**src/rtl/adder_arbiter_if.sv**
```systemverilog
// Request/response bundle for adder_arbiter: NUM_REQ operand ports plus one tagged result channel.
interface adder_arbiter_if #(
  parameter int NUM_REQ = 4,
  parameter int ID_W    = 2
);
  logic [NUM_REQ-1:0]       req_valid;
  logic [NUM_REQ-1:0]       req_ready;
  logic [NUM_REQ-1:0][31:0] req_a;
  logic [NUM_REQ-1:0][31:0] req_b;
  logic                     rsp_valid;
  logic                     rsp_ready;
  logic [ID_W-1:0]          rsp_id;
  logic [31:0]              rsp_data;
  logic                     rsp_ovf;
  logic                     busy;

  modport master (
    output req_valid, req_a, req_b, rsp_ready,
    input  req_ready, rsp_valid, rsp_id, rsp_data, rsp_ovf, busy
  );

  modport slave (
    input  req_valid, req_a, req_b, rsp_ready,
    output req_ready, rsp_valid, rsp_id, rsp_data, rsp_ovf, busy
  );
endinterface

```
**src/rtl/adder_arbiter.sv**
```systemverilog
// Round-robin sharing of one 32-bit signed adder across NUM_REQ requesters, tagged response channel.
// Optional: define ADDER_ARB_SAT_EN to saturate the sum on signed overflow.
module adder_arbiter #(
  parameter int NUM_REQ = 4,
  parameter int ID_W    = 2
) (
  input logic            clk,
  input logic            rst,
  adder_arbiter_if.slave bus
);
  typedef enum logic [1:0] {IDLE, EXEC, RESP} state_t;

  state_t          state, state_nxt;
  logic [ID_W-1:0] rr_ptr;
  logic [ID_W-1:0] grant;
  logic [ID_W-1:0] idx_w;
  logic            grant_vld;
  logic [ID_W-1:0] id;
  logic [31:0]     op_a, op_b;
  logic [31:0]     adder_out;
  logic [31:0]     sum_q;
  logic            ovf;
  int              idx;

  // First valid requester at or after rr_ptr, wrapping modulo NUM_REQ
  always_comb begin
    grant_vld = 1'b0;
    grant     = '0;
    idx       = 0;
    idx_w     = '0;
    for (int k = 0; k < NUM_REQ; k++) begin
      idx = int'(rr_ptr) + k;
      if (idx >= NUM_REQ) idx = idx - NUM_REQ;
      idx_w = ID_W'(idx);
      if (!grant_vld && bus.req_valid[idx_w]) begin
        grant_vld = 1'b1;
        grant     = idx_w;
      end
    end
  end

  always_comb begin
    bus.req_ready = '0;
    if (state == IDLE && grant_vld && !rst) bus.req_ready[grant] = 1'b1;
  end

  assign bus.busy = (state != IDLE);

  // Shared adder path: purely combinational from the registered operands
  assign adder_out = op_a + op_b;
  assign ovf       = (op_a[31] == op_b[31]) && (adder_out[31] != op_a[31]);

`ifdef ADDER_ARB_SAT_EN
  assign sum_q = ovf ? (op_a[31] ? 32'h8000_0000 : 32'h7FFF_FFFF) : adder_out;
`else
  assign sum_q = adder_out;
`endif

  always_comb begin
    state_nxt = state;
    case (state)
      IDLE:    if (grant_vld) state_nxt = EXEC;
      EXEC:    state_nxt = RESP;
      RESP:    if (bus.rsp_ready) state_nxt = IDLE;
      default: state_nxt = IDLE;
    endcase
  end

  always_ff @(posedge clk) begin
    if (rst) begin
      state         <= IDLE;
      rr_ptr        <= '0;
      id            <= '0;
      op_a          <= '0;
      op_b          <= '0;
      bus.rsp_valid <= 1'b0;
      bus.rsp_data  <= '0;
      bus.rsp_id    <= '0;
      bus.rsp_ovf   <= 1'b0;
    end else begin
      state <= state_nxt;
      case (state)
        IDLE: if (grant_vld) begin
          op_a   <= bus.req_a[grant];
          op_b   <= bus.req_b[grant];
          id     <= grant;
          rr_ptr <= (int'(grant) == NUM_REQ - 1) ? '0 : grant + 1'b1;
        end
        EXEC: begin
          bus.rsp_data  <= sum_q;
          bus.rsp_id    <= id;
          bus.rsp_ovf   <= ovf;
          bus.rsp_valid <= 1'b1;
        end
        RESP: if (bus.rsp_ready) bus.rsp_valid <= 1'b0;
        default: ;
      endcase
    end
  end
endmodule
```
**src/flat_wrapper.sv**
```systemverilog
// flat-port wrapper written by rule: the top's interface ports become plain ports
module adder_arbiter_flat 
#(
  parameter int NUM_REQ = 4,
  parameter int ID_W    = 2
)
  (clk, rst, bus_req_valid, bus_req_a, bus_req_b, bus_rsp_ready, bus_req_ready, bus_rsp_valid, bus_rsp_id, bus_rsp_data, bus_rsp_ovf, bus_busy);
  adder_arbiter_if #(.NUM_REQ(NUM_REQ), .ID_W(ID_W)) bus_i ();
  input logic clk;
  input logic rst;
  input wire logic [$bits(bus_i.req_valid)-1:0] bus_req_valid;
  input wire logic [$bits(bus_i.req_a)-1:0] bus_req_a;
  input wire logic [$bits(bus_i.req_b)-1:0] bus_req_b;
  input wire logic [$bits(bus_i.rsp_ready)-1:0] bus_rsp_ready;
  output wire logic [$bits(bus_i.req_ready)-1:0] bus_req_ready;
  output wire logic [$bits(bus_i.rsp_valid)-1:0] bus_rsp_valid;
  output wire logic [$bits(bus_i.rsp_id)-1:0] bus_rsp_id;
  output wire logic [$bits(bus_i.rsp_data)-1:0] bus_rsp_data;
  output wire logic [$bits(bus_i.rsp_ovf)-1:0] bus_rsp_ovf;
  output wire logic [$bits(bus_i.busy)-1:0] bus_busy;
  assign bus_i.req_valid = bus_req_valid;
  assign bus_i.req_a = bus_req_a;
  assign bus_i.req_b = bus_req_b;
  assign bus_i.rsp_ready = bus_rsp_ready;
  assign bus_req_ready = bus_i.req_ready;
  assign bus_rsp_valid = bus_i.rsp_valid;
  assign bus_rsp_id = bus_i.rsp_id;
  assign bus_rsp_data = bus_i.rsp_data;
  assign bus_rsp_ovf = bus_i.rsp_ovf;
  assign bus_busy = bus_i.busy;
  adder_arbiter #(.NUM_REQ(NUM_REQ), .ID_W(ID_W)) u_core (.clk(clk), .rst(rst), .bus(bus_i));
endmodule
```
**config.mk**
```make
export PLATFORM = sky130hd
export DESIGN_NAME = adder_arbiter_flat
export DESIGN_NICKNAME = d
export VERILOG_FILES = /design/src/rtl/adder_arbiter_if.sv /design/src/rtl/adder_arbiter.sv /design/src/flat_wrapper.sv
export SDC_FILE = /design/constraint.sdc
export NUM_CORES = 1
export LEC_CHECK = 0
export CELL_PAD_IN_SITES_DETAIL_PLACEMENT = 1
export CELL_PAD_IN_SITES_GLOBAL_PLACEMENT = 1
export CORE_UTILIZATION = 32
export DETAILED_ROUTE_END_ITERATION = 16
export PLACE_DENSITY_LB_ADDON = 0.05
export SKIP_LAST_GASP = 1
export SLEW_MARGIN = 20
export SYNTH_ARGS = -nofsm -noshare
export SYNTH_HDL_FRONTEND = slang
export SYNTH_SLANG_ARGS = --single-unit
```
**constraint.sdc**
```tcl
create_clock -name clk -period 7.65 [get_ports clk]
set_input_delay 1.53 -clock clk [delete_from_list [all_inputs] [get_ports clk]]
set_output_delay 1.53 -clock clk [all_outputs]
set_load 0.01 [all_outputs]
```
Yosys cells after proc, flatten, opt, wreduce, memory -nomap -nowiden
Cells that the tools add are included.

Output and inout port bits: 41. ROM bits: 0. Input bits: 263. Memories kept: 0. Memory bits (writable): 0. Latch bits: 0. Bits in registers: 106.

Muxes and demuxes: 33. Reduce and logical (&&, ||, !) cells: 17. Shifts and indexed selects: 0. Equal/unequal tests: 7. Div/mod/pow operators: 0. Multipliers: 0. Order comparisons: 10. Bitwise gates (word level): 0. Add/subtract/negate cells: 9.

Operators with widths (count): $bmux 32 s2 (2); $mux 32 (2); $add 32x32->32 (1); $mux 2 (11); $lt 2x3->1 const B (5); $mux 1 (10); $ge 3x3->1 const B (3); $bmux 1 s2 (4); $sub 2x1->2 const B (4); $logic_and 1x1->1 (7); $add 2x2->3 const B (2); $pmux 2 s3 (1); $reduce_and 2->1 (3); $eq 2x1->1 const B (2); $logic_not 1->1 (4); $mux 4 (1); $reduce_bool 2->1 (2); $add 2x1->3 const B (1); $ge 2x3->1 const B (1); $add 2x1->2 const B (1); $demux 1 s2 (1); $eq 2x2->1 const B (1); $ge 2x1->1 const B (1); $logic_not 2->1 (1); other kinds (5) (5).

Longest topological paths before layout
Word-level depth: 19. Mapped depth: 11. Gate-level depth less buffers: 11.

Worst setup path before layout
Ideal clock, no wire load.

Path kind: in2out. From: in bus_req_valid[0]. To: out bus_req_ready[3]. Arrival: 2.962 ns. Path buffers: 2. Path slack: 3.158 ns. Stages on the path: 9. Cell sequence: nor2b_1 a21oi_1 nor2_1 a211o_1 inv_2 buf_2 buf_2 ha_1 and3_1.

Longest elaborated chain between the ends: 17.

RTL lines: start: declaration (line flat_wrapper.sv:11) `input wire logic [$bits(bus_i.req_valid)-1:0] bus_req_valid;`; $bmux 1 s2 (line adder_arbiter.sv:35) `if (!grant_vld && bus.req_valid[idx_w]) begin`; $mux 1 (not written as such) (line adder_arbiter.sv:35); $mux 1 (line adder_arbiter.sv:35); $logic_not 1->1 (line adder_arbiter.sv:35); $logic_and 1x1->1 (line adder_arbiter.sv:35); $mux 1 (line adder_arbiter.sv:35); $logic_not 1->1 (line adder_arbiter.sv:35); $logic_and 1x1->1 (line adder_arbiter.sv:35); [2 not listed]; $logic_and 1x1->1 (line adder_arbiter.sv:35); $mux 2 * (line adder_arbiter.sv:35); net u_core.grant[0] (line adder_arbiter.sv:15) `logic [ID_W-1:0] grant;`; $lt 2x3->1 (not written as such) / $ge 2x1->1 (equally long branches) (line adder_arbiter.sv:44) `if (state == IDLE && grant_vld && !rst) bus.req_ready[grant] = 1'b1;`; $logic_and 1x1->1 (not written as such) (line adder_arbiter.sv:44); $mux 1 (not written as such) (line adder_arbiter.sv:44); $demux 1 s2 *; $mux 4 * (line adder_arbiter.sv:44); end: declaration (line flat_wrapper.sv:15) `output wire logic [$bits(bus_i.req_ready)-1:0] bus_req_ready;`.

The timed path passes the listed nets; every way through them passes the cells marked *. The select of a mux whose other input is x is not followed.

Worst setup path after layout
From: in bus_req_valid[0]. To: out bus_req_ready[3].

Longest elaborated chain between the ends: 17.

RTL lines (line): $bmux 1 s2 (adder_arbiter.sv:35); $mux 1 (not written as such) (adder_arbiter.sv:35); $mux 1 (adder_arbiter.sv:35); $logic_not 1->1 (adder_arbiter.sv:35); $logic_and 1x1->1 (adder_arbiter.sv:35); $mux 1 (adder_arbiter.sv:35); $logic_not 1->1 (adder_arbiter.sv:35); $logic_and 1x1->1 (adder_arbiter.sv:35); $mux 1 (adder_arbiter.sv:35); $logic_not 1->1 (adder_arbiter.sv:35); $logic_and 1x1->1 (adder_arbiter.sv:35); $mux 2 (adder_arbiter.sv:35); $lt 2x3->1 (not written as such) / $ge 2x1->1 (equally long branches) (adder_arbiter.sv:44); $logic_and 1x1->1 (not written as such) (adder_arbiter.sv:44); $mux 1 (not written as such) (adder_arbiter.sv:44); $demux 1 s2; $mux 4 * (adder_arbiter.sv:44).

Every way passes the cells marked *; elsewhere a longest branch is shown, timed or not. The select of a mux whose other input is x is not followed.

==> flow_metrics.tcl <==
set metrics [dict create \
    critPathMaxFanout 23 \
    cts_made_buffers 9 \
    postLayoutCoreUtil_pct 48.8 \
    gr-usage-all-layers_pct 26.1 \
    areaGrowthSynthToFinish_pct 49.9 \
    wl_per_cell_um 19.1 \
    htreeDepth 3 \
    drt-total-wl_mm 29.3 \
    cts_tree "built" \
    grt_pass1_wl_mm 45.4 \
    maxCapViolCount 0 \
    stdcell_count 1532 \
    initial_core_util_pct 32.6 \
    worstSetupStartpointType "primary input" \
    slew_violations 0 \
    clk_path_buf_depth 2 \
    die_width_um 151 \
    die_h_um 151 \
    num_vias 8000 \
    ir_worst_vdd_mv 0.0927 \
    async_flop_share_pct 0 \
    fin_ws_ns 1.82 \
    drive_gt1_share_pct 3.27 \
    synthesis.yosys.warnings 0 \
    ys.flop_type "dfxtp_1" \
    nFillCells 2688 \
    final_common_cell "clkdlybuf4s50_1" \
    powerDensity_nw_per_um2 209 \
    dr.pass1.iters 11 \
    r2r-start "u_core.rr_ptr[0]$_SDFFE_PP0P_" \
    dpl_cell_area_um2 10300 \
    fin_crit_ns 5.83 \
    grt_pass1_vias 8029 \
    cts.clk_slew.worst_paths_ns 0.06 \
    coreArea_um2 21800 \
    violations "DRC" \
    hp-class "reg2reg" \
    synth_edf_count 0 \
    grt_max_degree 85 \
    die_area_um2 22700 \
    hold_start "u_core.bus.rsp_data[15]$_SDFFE_PP0P_" \
    routed_via_density 5.22 \
    leakage_nw 4.37 \
    syn_nets 1292 \
    arrival_ns 4.30 \
    min_period_over_period_pct 76.1 \
    rrSetupSlack_ns 4.38 \
    path_class "in2out" \
    fmax_mhz 172 \
    rows 54 \
    synth_area_um2 7090 \
    cts_resized 0 \
    gp_congestion 0.901 \
    post_cts_buffers 0 \
    required_ns 6.12 \
    overflow 0 \
    relSlewSlack_pct 32.7 \
    hold_end "u_core.bus.rsp_data[15]$_SDFFE_PP0P_" \
    placed_cells 1517 \
    synth.top_cell.area_share_pct 29.9 \
    rr_endpoint "u_core.op_b[23]$_SDFFE_PP0P_" \
    clock_latency_ns 0.35 \
    rsz0062_at_grt "false" \
    clockRootBuffer "clkbuf_16" \
    antenna_found_initial 0 \
    tightest_slew_ns 1.01 \
    yosysSeqAreaShare_pct 29.9 \
    synth-seq-cells 106 \
    final_nets 1547 \
    ys_types 58 \
    avgSynthCellArea_um2 7.14 \
    status "complete, but fails checks" \
    mostFrequentLayoutCells "302 x clkdlybuf4s50_1, 297 x nand2_1, 106 x dfxtp_1" \
    setup.worst_path.end_class "output pin" \
    place_ws_ns 1.83 \
    multiInputGateArea_um2 4660 \
    r2r_cells 9 \
    setup_violations 0 \
    initialDrtViolationCount 324 \
    io_pins 304 \
    synth.largest_area_cell "dfxtp_1" \
    place_hpwl_mm 23.6 \
    hold_viol_final 0 \
    min_path_cells 2 \
    register_area_um2 2120 \
    antenna_left 0 \
    final_cell_area_um2 10600 \
    synth.area.top_cells "dfxtp_1 30%, nand2_1 16%, mux2i_1 6.5%, ha_1 6.2%, a21oi_1 5.5%" \
    drc 1 \
    portBuffers 303 \
    cts_hold_buffers 0 \
    clock-sinks 106 \
    syn-instance-count 993 \
    insertedDiodeCount 0 \
    setup-tns-final_ns 0 \
    fin_worst_skew_ns 0.00927 \
]
-- routing by layer --
layer / part of all wire [%] / global-route usage, % / vias up
met3: 4.6 / 4.22 / 27
met1: 48 / 36.1 / 3740
met5: 0 / 0 / -
li1: - / - / 4013
met2: 46 / 42.2 / 220
met4: 1.8 / 6.45 / 0
-- flip-flops by register name (all words and copies together), names as in the netlist --
signal                flops
u_core.bus.rsp_ovf        1
u_core.bus.rsp_id         2
u_core.rr_ptr             2
u_core.op_a              32
u_core.op_b              32
u_core.state              2
u_core.bus.rsp_valid      1
u_core.bus.rsp_data      32
u_core.id                 2
-- cells by family after synthesis --
kind of cell             share of synthesized area, %
AND/OR/NAND/NOR                                  26.3
AO/OA/AOI/OAI                                    23.5
flip-flops                                       29.9
buffers and inverters                            4.64
multiplexers                                     6.50
adder cells (fa/ha/maj)                          6.46
XOR/XNOR                                         2.60
-- worst max-delay path: stages --
cell,delay [ns]
clkdlybuf4s50_1,0.49
nor2b_1,0.20
nor2_1,0.09
o22ai_2,0.13
buf_4,0.30
clkinv_1,0.52
ha_1,0.40
and3_1,0.15
clkdlybuf4s50_1,0.47
-- synth_stat cells, drive strengths merged, types with 6 or more instances --
cell type,n
a21o,14
a21oi,78
a22oi,46
a31oi,8
and3,6
buf,10
clkbuf,59
dfxtp,106
ha,35
inv,15
mux2i,46
nand2,298
nand3,71
nor2,26
nor3,7
o21a,7
o21ai,31
o22ai,48
or3,9
xnor2,14
xor2,7
-- final cells by class --
cell class / count / share of cell area (%)
Clock buffer: 13 / 2.55
Clock inverter: 2 / 0.330
Inverter: 16 / 0.589
Multi-Input combinational cell: 802 / 43.9
Sequential cell: 106 / 20.0
Tap cell: 280 / 3.30
Timing Repair Buffer: 313 / 29.4
-- where the power goes --
part           total [W]  switching (W)  internal [W]
sequential      0.000726      0.0000815      0.000645
clock           0.000485       0.000206      0.000279
combinational    0.00101       0.000561      0.000446
-- worst max-delay path by stage --
stage	from	to	slack, ns
floorplan	bus_req_valid[0]	bus_req_ready[3]	3.16
global placement	bus_req_valid[0]	bus_req_ready[3]	1.93
detailed placement	bus_req_valid[0]	bus_req_ready[3]	1.83
CTS	bus_req_valid[0]	bus_req_ready[3]	1.82
global route	bus_req_valid[0]	bus_req_ready[3]	1.60
finish	bus_req_valid[0]	bus_req_ready[3]	1.82
-- metrics by stage --
stage | hold WS, ns | power, W
floorplan | 0.432 | 0.00132
global placement | 0.438 | 0.00173
detailed placement | 0.447 | 0.00174
CTS | 0.455 | 0.00223
global route | 0.473 | 0.00236
finish | 0.452 | 0.00222
Note: power is estimated with default switching activity, not from simulation.
